### src/rtl/opb_arb_pkg.sv
// Shared types and constants for the OPB register-bank arbiter.
package opb_arb_pkg;

   typedef enum logic [1:0] {StIdle, StWait, StRecover} opb_state_e;

   localparam int unsigned OPB_WIN_SHIFT = 8;
   localparam int unsigned OPB_DWIDTH    = 32;
   // Up to 16 windows, so a 4-bit window index.
   localparam int unsigned IDX_W         = 4;

endpackage

### src/rtl/opb_resp_mux.sv
// Selects the addressed slave's response and read data; everything is forced low unless active.
module opb_resp_mux
   import opb_arb_pkg::*;
#(
   parameter int unsigned NumSlaves = 8,
   parameter int unsigned DWidth    = OPB_DWIDTH
) (
   input  logic                           active,
   input  logic                           rnw,
   input  logic [IDX_W-1:0]               idx,
   input  logic [NumSlaves*DWidth-1:0]    dbus_in,
   input  logic [NumSlaves-1:0]           xferack_in,
   input  logic [NumSlaves-1:0]           errack_in,
   input  logic [NumSlaves-1:0]           retry_in,
   input  logic [NumSlaves-1:0]           toutsup_in,
   output logic                           xferack,
   output logic                           errack,
   output logic                           retry,
   output logic                           toutsup,
   output logic [DWidth-1:0]              dbus
);

   always_comb begin
      xferack = 1'b0;
      errack  = 1'b0;
      retry   = 1'b0;
      toutsup = 1'b0;
      dbus    = '0;
      for (int k = 0; k < int'(NumSlaves); k++) begin
         if (active && (idx == IDX_W'(k))) begin
            xferack = xferack_in[k];
            errack  = errack_in[k];
            retry   = retry_in[k];
            toutsup = toutsup_in[k];
            // OR-bus: data only on an acknowledged read.
            if (rnw && xferack_in[k]) begin
               dbus = dbus_in[k*DWidth +: DWidth];
            end
         end
      end
   end

endmodule

### src/rtl/opb_reg_bank_arbiter.sv
// Decodes OPB addresses into 256-byte slave windows, forwards the selected slave's response
// and raises errAck when the slave stays silent too long.
module opb_reg_bank_arbiter
   import opb_arb_pkg::*;
#(
   parameter logic [31:0] C_BASEADDR   = 32'h01040000,
   parameter int unsigned C_NUM_SLAVES = 8,
   parameter int unsigned C_TIMEOUT    = 16,
   parameter int unsigned C_OPB_DWIDTH = OPB_DWIDTH
) (
   input  logic                                OPB_Clk,
   input  logic                                OPB_Rst_n,
   input  logic [0:31]                         OPB_ABus,
   input  logic                                OPB_RNW,
   input  logic                                OPB_select,
   input  logic                                OPB_seqAddr,
   output logic [C_NUM_SLAVES-1:0]             sl_select,
   input  logic [C_NUM_SLAVES*C_OPB_DWIDTH-1:0] sl_dbus_in,
   input  logic [C_NUM_SLAVES-1:0]             sl_xferack_in,
   input  logic [C_NUM_SLAVES-1:0]             sl_errack_in,
   input  logic [C_NUM_SLAVES-1:0]             sl_retry_in,
   input  logic [C_NUM_SLAVES-1:0]             sl_toutsup_in,
   output logic [0:C_OPB_DWIDTH-1]             Sl_DBus,
   output logic                                Sl_xferAck,
   output logic                                Sl_errAck,
   output logic                                Sl_retry,
   output logic                                Sl_toutSup,
   output logic [15:0]                         timeout_count
);

   localparam logic [31:0] WIN_LIMIT = 32'(C_NUM_SLAVES << OPB_WIN_SHIFT);
   localparam logic [7:0]  TOUT_LAST = 8'(C_TIMEOUT - 1);

   opb_state_e                state_q, state_d;
   logic [C_NUM_SLAVES-1:0]   sel_q, sel_d;
   logic [IDX_W-1:0]          idx_q, idx_d;
   logic [7:0]                tcnt_q, tcnt_d;
   logic [15:0]               tcount_q, tcount_d;

   logic [31:0]               offset;
   logic [IDX_W-1:0]          win_idx;
   logic                      hit;
   logic                      tout_err;
   logic                      mux_xferack, mux_errack, mux_retry, mux_toutsup;
   logic [C_OPB_DWIDTH-1:0]   mux_dbus;
   logic                      slave_resp;
   logic                      unused_seq_addr;

   assign unused_seq_addr = OPB_seqAddr;

   // Unsigned subtraction wraps addresses below the base into a miss.
   assign offset  = OPB_ABus - C_BASEADDR;
   assign win_idx = offset[OPB_WIN_SHIFT +: IDX_W];
   assign hit     = OPB_select && (offset < WIN_LIMIT);

   opb_resp_mux #(
      .NumSlaves (C_NUM_SLAVES),
      .DWidth    (C_OPB_DWIDTH)
   ) u_resp_mux (
      .active     (state_q == StWait),
      .rnw        (OPB_RNW),
      .idx        (idx_q),
      .dbus_in    (sl_dbus_in),
      .xferack_in (sl_xferack_in),
      .errack_in  (sl_errack_in),
      .retry_in   (sl_retry_in),
      .toutsup_in (sl_toutsup_in),
      .xferack    (mux_xferack),
      .errack     (mux_errack),
      .retry      (mux_retry),
      .toutsup    (mux_toutsup),
      .dbus       (mux_dbus)
   );

   assign slave_resp = mux_xferack | mux_errack | mux_retry;

   always_comb begin
      state_d  = state_q;
      sel_d    = sel_q;
      idx_d    = idx_q;
      tcnt_d   = tcnt_q;
      tcount_d = tcount_q;
      tout_err = 1'b0;
      unique case (state_q)
         StIdle: begin
            if (hit) begin
               idx_d  = win_idx;
               tcnt_d = '0;
               for (int k = 0; k < int'(C_NUM_SLAVES); k++) begin
                  sel_d[k] = (win_idx == IDX_W'(k));
               end
               state_d = StWait;
            end
         end
         StWait: begin
            if (!OPB_select) begin
               sel_d   = '0;
               state_d = StIdle;
            end else if (slave_resp) begin
               sel_d   = '0;
               state_d = StRecover;
            end else if (!mux_toutsup) begin
               if (tcnt_q == TOUT_LAST) begin
                  tout_err = 1'b1;
                  sel_d    = '0;
                  state_d  = StRecover;
                  if (tcount_q != 16'hFFFF) tcount_d = tcount_q + 16'd1;
               end else begin
                  tcnt_d = tcnt_q + 8'd1;
               end
            end
         end
         StRecover: state_d = StIdle;
         default:   state_d = StIdle;
      endcase
   end

   always_ff @(posedge OPB_Clk or negedge OPB_Rst_n) begin
      if (!OPB_Rst_n) begin
         state_q  <= StIdle;
         sel_q    <= '0;
         idx_q    <= '0;
         tcnt_q   <= '0;
         tcount_q <= '0;
      end else begin
         state_q  <= state_d;
         sel_q    <= sel_d;
         idx_q    <= idx_d;
         tcnt_q   <= tcnt_d;
         tcount_q <= tcount_d;
      end
   end

   assign sl_select     = sel_q;
   assign Sl_DBus       = mux_dbus;
   assign Sl_xferAck    = mux_xferack;
   assign Sl_errAck     = mux_errack | tout_err;
   assign Sl_retry      = mux_retry;
   assign Sl_toutSup    = mux_toutsup;
   assign timeout_count = tcount_q;

endmodule

### config.mk
export PLATFORM = sky130hd
export DESIGN_NAME = opb_reg_bank_arbiter
export DESIGN_NICKNAME = d
export VERILOG_FILES = /design/src/rtl/opb_arb_pkg.sv /design/src/rtl/opb_resp_mux.sv /design/src/rtl/opb_reg_bank_arbiter.sv
export SDC_FILE = /design/constraint.sdc
export NUM_CORES = 1
export LEC_CHECK = 0
export CORE_AREA = 2 2 149 151
export CTS_CLUSTER_SIZE = 28
export DETAILED_ROUTE_END_ITERATION = 10
export DIE_AREA = 0 0 151 153
export GPL_TIMING_DRIVEN = 1
export PLACE_DENSITY = 0.66
export SLEW_MARGIN = 10
export SYNTH_ARGS = -nofsm -noshare
export SYNTH_HDL_FRONTEND = slang
export SYNTH_HIERARCHICAL = 1
export SYNTH_SLANG_ARGS = --single-unit
### constraint.sdc
create_clock -name OPB_Clk -period 3.2 [get_ports OPB_Clk]
set_input_delay 0.48 -clock OPB_Clk [delete_from_list [all_inputs] [get_ports OPB_Clk]]
set_output_delay 0.48 -clock OPB_Clk [all_outputs]
set_load 0.03 [all_outputs]
==> results_dict.tcl, run 1 <==
set metrics [dict create \
    gp_congestion 0.9317 \
    grt_overflow 0 \
    cp_common_cell "buf_4" \
    slew_headroom_pct 60.24 \
    numCtsBuffers 5 \
    final.setup.tns_ns 0 \
    dp_cells 1251 \
    ir_drop_mv 0.1875 \
    path_cells "buf_4 > nor4b_4 > buf_4 > buf_12 > nand3_1 > a311oi_2 > o221ai_1 > a22oi_1 > buf_4" \
    coreArea_sq_um 21490 \
    dp_hpwl_mm 21.05 \
    status "finished, final reports clean" \
    viasPerCell 5.360 \
    grt_pass1_wl_mm 38.71 \
    dieArea_sq_um 23100 \
    clkLatencyLatePin_ns 0.28 \
    slowest_delay_ns 0.46 \
    root_buffer "clkbuf_16" \
    grt_start_max_net_pins 64 \
    rsz0062_at_grt "yes" \
    rows 54 \
    utilization_pct 42.98 \
    p_seq_share_pct 31.8 \
    yosysSeqAreaShare_pct 19.55 \
    startpoint_type "register" \
    synth-main-ff-cell "dfrtp_1" \
    total_power_mw 1.510 \
    critPathCaptureType "output port" \
    synthArstFlopShare_pct 100.0 \
    p_sw_mw 0.2990 \
    period_share_pct 98.15 \
    syn_inst 624 \
    start_util_pct 22.64 \
    p_sw_share_pct 19.81 \
    yosysUniqueCellTypes 62 \
    fmax_mhz 318.4 \
    dr.pass1.iters 5 \
    area_delta_synth_final_pct 89.81 \
    ant_nets 0 \
    syn_area_sq_um 4865 \
    via_count 6807 \
    clock_power_share_pct 36.7 \
    internal-power_mw 1.211 \
    holdCritPathClass "register to register" \
    cts.clk_slew.worst_paths_ns 0.06 \
    p_per_area_nw_per_um2 163.5 \
    ys_warn_count 6 \
    worstMarginPinSlew_ns 0.5964 \
    worstSetupPathType "register to output port" \
    drv_cap 0 \
    grt.total_usage_pct 21.58 \
    cellLeakagePower_nw 3.804 \
    dieWidth_um 151 \
    htree_levels 2 \
    whs_ns 0.4892 \
    wl_mm 26.98 \
    syn-mean-instance-area_sq_um 7.796 \
    synth_edf_count 0 \
    finalHoldViolations 0 \
    layout-drive-gt1-share_pct 13.81 \
    cts_max_path_buffers 2 \
    cts_tree "built" \
    synth_top_area_share_pct 19.55 \
    slowest_stage "dfrtp_2" \
    finalNonFillerCells 1270 \
    clock_skew_ns 0.004957 \
    grt_antenna_before_repair 5 \
    drtIter0Drc 426 \
    wl_per_cell_um 21.25 \
    portBuffers 375 \
    arrival_ns 2.66 \
    synth_fp_nets 951 \
    finalMaxSlewViolations 0 \
    ys_top_cells_by_area "dfrtp_1 20%, nand3_1 7.8%, o221ai_1 5.8%" \
    nets 1311 \
    first_global_vias 6619 \
    min_period_ns 3.141 \
    route.detailed.drc 0 \
    synth_seq_cells 38 \
    io_pins 385 \
    fp.dieH_um 153 \
    cts_sinks 38 \
    combPwrFrac_pct 31.5 \
    setup_viol 0 \
    worstPathRequired_ns 2.72 \
    synth_top_cell_by_area "dfrtp_1" \
    crit_path_max_fanout 19 \
]
==> cells in the final DEF, fill, tap and decap left out, types with 10 or more instances in the layout <==
master / count
xnor2_1: 13
o21ai_0: 29
nand4_1: 11
nand3_1: 75
a22oi_1: 29
dfrtp_1: 36
buf_4: 68
clkdlybuf4s50_1: 340
a311oi_1: 21
a21o_1: 32
nor3_1: 36
o221ai_1: 31
a21oi_1: 11
nand2_1: 14
nor2_1: 26
o22ai_1: 33
and2_1: 35
a311oi_2: 10
==> kinds of logic after synthesis <==
logic type	synth area share [%]
adders and majority gates	0.5143
DFF	19.55
AOI/OAI and AO/OA	33.46
buffers and inverters	8.950
muxes	4.141
xor gates and xnor gates	3.601
and+or+nand+nor	29.78
==> what timing repair did <==
action,in CTS,in global routing
buffers inserted,3,2
endpoints found under the setup margin,15,21
hold buffers,0,0
endpoints found under the hold margin,0,0
gates cloned,0,1
pin swaps,1,5
gates resized for setup,10,19
==> metal layers <==
metal | GRT usage, % | vias up | part of all wire (%)
met5 | 0 | - | 0
met4 | 7.076 | 0 | 2.6
met3 | 3.463 | 46 | 7.9
met2 | 37.12 | 314 | 49
met1 | 27.31 | 3258 | 40
li1 | - | 3189 | -
==> synth_stat cells, types with 5 or more instances <==
master,number
nand3_1,76
dfrtp_1,38
nor3_1,37
and2_1,35
a22oi_1,33
o22ai_1,33
a21o_1,32
o221ai_1,32
a311oi_1,31
o21ai_0,30
nor2_1,28
buf_2,23
clkbuf_1,19
nand2_1,14
buf_4,13
xnor2_1,13
a21oi_1,12
nand4_1,11
and3_1,8
buf_6,8
mux2_1,8
mux2_2,7
nand2b_1,7
xor2_1,7
o21ai_1,6
nand3b_1,5
nor2b_1,5
==> state kept, by name, summed over array words and instances, names as in the netlist <==
name and count:
state_q 2, idx_q 4, timeout_count 16, sl_select 8, tcnt_q 8
==> layout make-up <==
cell class / instances / area (sq um)
Multi-Input combinational cell: 514 / 3606
Tap cell: 280 / 350.3
Timing Repair Buffer: 422 / 4138
Antenna cell: 5 / 12.51
Inverter: 3 / 11.26
Sequential cell: 38 / 953.4
Fill cell: 2172 / 12250
Clock inverter: 1 / 30.03
Clock buffer: 7 / 132.6
==> power by group through the flow <==
| stage | sequential (mW) | clock, mW | combinational (mW) |
|---|---|---|---|
| after floorplan | 0.489 | 0 | 0.0512 |
| after global placement | 0.489 | 0 | 0.465 |
| after detailed placement | 0.489 | 0 | 0.468 |
| after CTS | 0.481 | 0.562 | 0.472 |
| after global routing | 0.480 | 0.583 | 0.504 |
| final | 0.481 | 0.554 | 0.475 |
==> worst max-delay path: cells and delay by family, from the launching register on <==
family                 cells  cell delay (ns)
AOI/OAI and AO/OA          3             0.83
buffers and inverters      4             0.72
DFF                        1             0.46
and+or+nand+nor            2             0.36
==> per-stage QoR <==
stage	setup slack (ns)	instance area, sq um
after detailed placement	-0.001538	8887
after global placement	0.02726	8887
final	0.05927	9234
after CTS	-0.03112	9121
after global routing	-0.03812	9234
after floorplan	0.03656	4872
==> final timing paths <==
| kind | start | end | slack, ns | cells after the start |
|---|---|---|---|---|
| worst min register to register | sl_select[5] | sl_select[5] | 0.49 | 1 |
| max in group asynchronous | OPB_Rst_n | idx_q[0] | 2.21 | 2 |
| worst min-delay path | sl_select[5] | sl_select[5] | 0.49 | 1 |
| worst max-delay path | idx_q[1] | Sl_DBus[21] | 0.06 | 9 |
| worst max register to register | state_q[1] | timeout_count[4] | 0.34 | 11 |
| min in group asynchronous | OPB_Rst_n | timeout_count[9] | 0.62 | 2 |
No activity file was read; power rests on OpenSTA's default activity.
==> run 2, diff against run 1 <==
--- a/config.mk
+++ b/config.mk
@@ -5,12 +5,13 @@
 export SDC_FILE = /design/constraint.sdc
 export NUM_CORES = 1
 export LEC_CHECK = 0
-export CORE_AREA = 2 2 149 151
+export CORE_AREA = 3 3 148 150
 export CTS_CLUSTER_SIZE = 28
 export DETAILED_ROUTE_END_ITERATION = 10
 export DIE_AREA = 0 0 151 153
+export DONT_BUFFER_PORTS = 1
 export GPL_TIMING_DRIVEN = 1
-export PLACE_DENSITY = 0.66
+export PLACE_DENSITY = 0.43
 export SLEW_MARGIN = 10
 export SYNTH_ARGS = -nofsm -noshare
 export SYNTH_HDL_FRONTEND = slang
==> run 2 against run 1 <==
Effect of this change: the flow now finishes with violations (negative setup slack); fmax down 3.4%; register-to-register slack got worse by 0.17 ns; combinational power decreased by 87%; worst hold slack lost 0.46 ns; critical path type unchanged; largest cell class is now multi-input gates; highest routed layer unchanged.
==> results_dict.tcl, run 2 (synthesis gave the netlist of run 1 again) <==
set metrics [dict create \
    min_period_ns 3.253 \
    grt_pass1_wl_mm 33.40 \
    insertedDiodeCount 0 \
    worstPathRequired_ns 2.72 \
    wl_per_cell_um 26.21 \
    fmax_mhz 307.4 \
    grt_overflow 0 \
    cts_sinks 38 \
    route.detailed.drc 0 \
    utilization_pct 27.07 \
    wl_mm 23.85 \
    fp.dieH_um 153 \
    final_area_sq_um 5637 \
    clkLatencyLatePin_ns 0.28 \
    dp_slack_ns 0.05386 \
    violations "negative setup slack" \
    finalMaxSlewViolations 0 \
    viasPerCell 6.122 \
    gp_congestion 0.9726 \
    htree_levels 2 \
    first_global_vias 5389 \
    cts_tree "built" \
    worstMarginPinSlew_ns 0.5811 \
    arrival_ns 2.77 \
    nets 961 \
    cellLeakagePower_nw 2.408 \
    ir_drop_mv 0.3079 \
    worstSetupPathType "register to output port" \
    rsz0062_at_grt "yes" \
    io_pins 385 \
    largest_reg_flops 16 \
    dr.pass1.iters 5 \
    root_buffer "clkbuf_16" \
    critPathCaptureType "output port" \
    final_common_cell "nand3_1" \
    rows 53 \
    dieWidth_um 151 \
    final_cell_mix "75 x nand3_1, 62 x buf_4, 37 x nor3_1, 37 x dfrtp_1, 35 x and2_1" \
    layout-drive-gt1-share_pct 17.80 \
    via_count 5571 \
    p_per_area_nw_per_um2 184.8 \
    portBuffers 0 \
    ant_nets 0 \
    grt_start_max_net_pins 65 \
    status "finished, violations left" \
    worst_slack_ns -0.05261 \
    dp_hpwl_mm 18.96 \
    slew_headroom_pct 61.12 \
    coreArea_sq_um 20820 \
    numCtsBuffers 5 \
    area_delta_synth_final_pct 15.87 \
    grt.total_usage_pct 18.65 \
    drtIter0Drc 478 \
    crit_path_max_fanout 31 \
    period_share_pct 101.6 \
    cts_max_path_buffers 2 \
    startpoint_type "register" \
    dpl_cell_area_sq_um 5360 \
    cts.clk_slew.worst_paths_ns 0.06 \
    start_util_pct 23.36 \
    grt_antenna_before_repair 0 \
    setup_viol 3 \
    dieArea_sq_um 23100 \
    drv_cap 0 \
    finalHoldViolations 0 \
    clock_skew_ns 0.005621 \
    holdCritPathClass "primary input to asynchronous set/reset pin" \
]
==> run 2: per-stage QoR <==
step	hold slack, ns	setup TNS [ns]	power, mW	std cells
final	0.02868	-0.08473	1.042	910
after global placement	0.1855	0	0.5375	896
after global routing	0.03519	-1.414	1.083	910
after CTS	0.03329	-0.005304	1.059	906
after floorplan	0.1844	0	0.5407	624
after detailed placement	0.1855	0	0.5387	896
==> run 2: what timing repair did <==
item,in CTS,in global routing
hold buffers,1,0
pin swaps,0,4
endpoints found under the hold margin,38,0
gates resized for setup,5,11
buffers inserted,1,4
cloned,0,0
endpoints found under the setup margin,9,25
==> run 2: worst paths after layout <==
path	from	endpoint	slack (ns)	depth (start not counted)
min	OPB_Rst_n	sl_select[3]	0.03	1
min reg2reg	tcnt_q[3]	tcnt_q[3]	0.53	2
max	state_q[1]	Sl_DBus[5]	-0.05	8
max in group asynchronous	OPB_Rst_n	idx_q[0]	2.97	1
min in group OPB_Clk	OPB_ABus[22]	idx_q[1]	0.35	1
max reg2reg	state_q[1]	timeout_count[1]	0.17	11
==> run 2: power breakdown <==
| part | switching (mW) | internal, mW |
|---|---|---|
| clock network | 0.191 | 0.308 |
| logic | 0.0346 | 0.0275 |
| registers | 0.00000311 | 0.481 |
| total | 0.225 | 0.816 |
==> run 2: final cells by class <==
class                           instances  area (sq um)
Fill cell                            2279         15190
Sequential cell                        38         952.2
Timing Repair Buffer                   72         634.4
Clock buffer                            6         138.9
Clock inverter                          2         12.51
Inverter                                3         11.26
Tap cell                              275         344.1
Multi-Input combinational cell        514          3543
==> run 2: metal layers <==
layer,up-vias,wire [um],part of all wire (%),GRT usage [%]
met4,0,525,2.2,4.318
met5,-,0,0,0
met2,384,11440,48,31.71
li1,2487,-,-,-
met3,40,2422,10,4.921
met1,2660,9462,40,23.49
==> run 2: critical path: stages, from the launching register on <==
cell and delay (ns):
dfrtp_1 0.41, nor2b_4 0.20, nor3b_4 0.34, nand3_1 0.12, buf_4 0.27, a311oi_1 0.45
o221ai_1 0.27, a22oi_1 0.22, buf_4 0.19
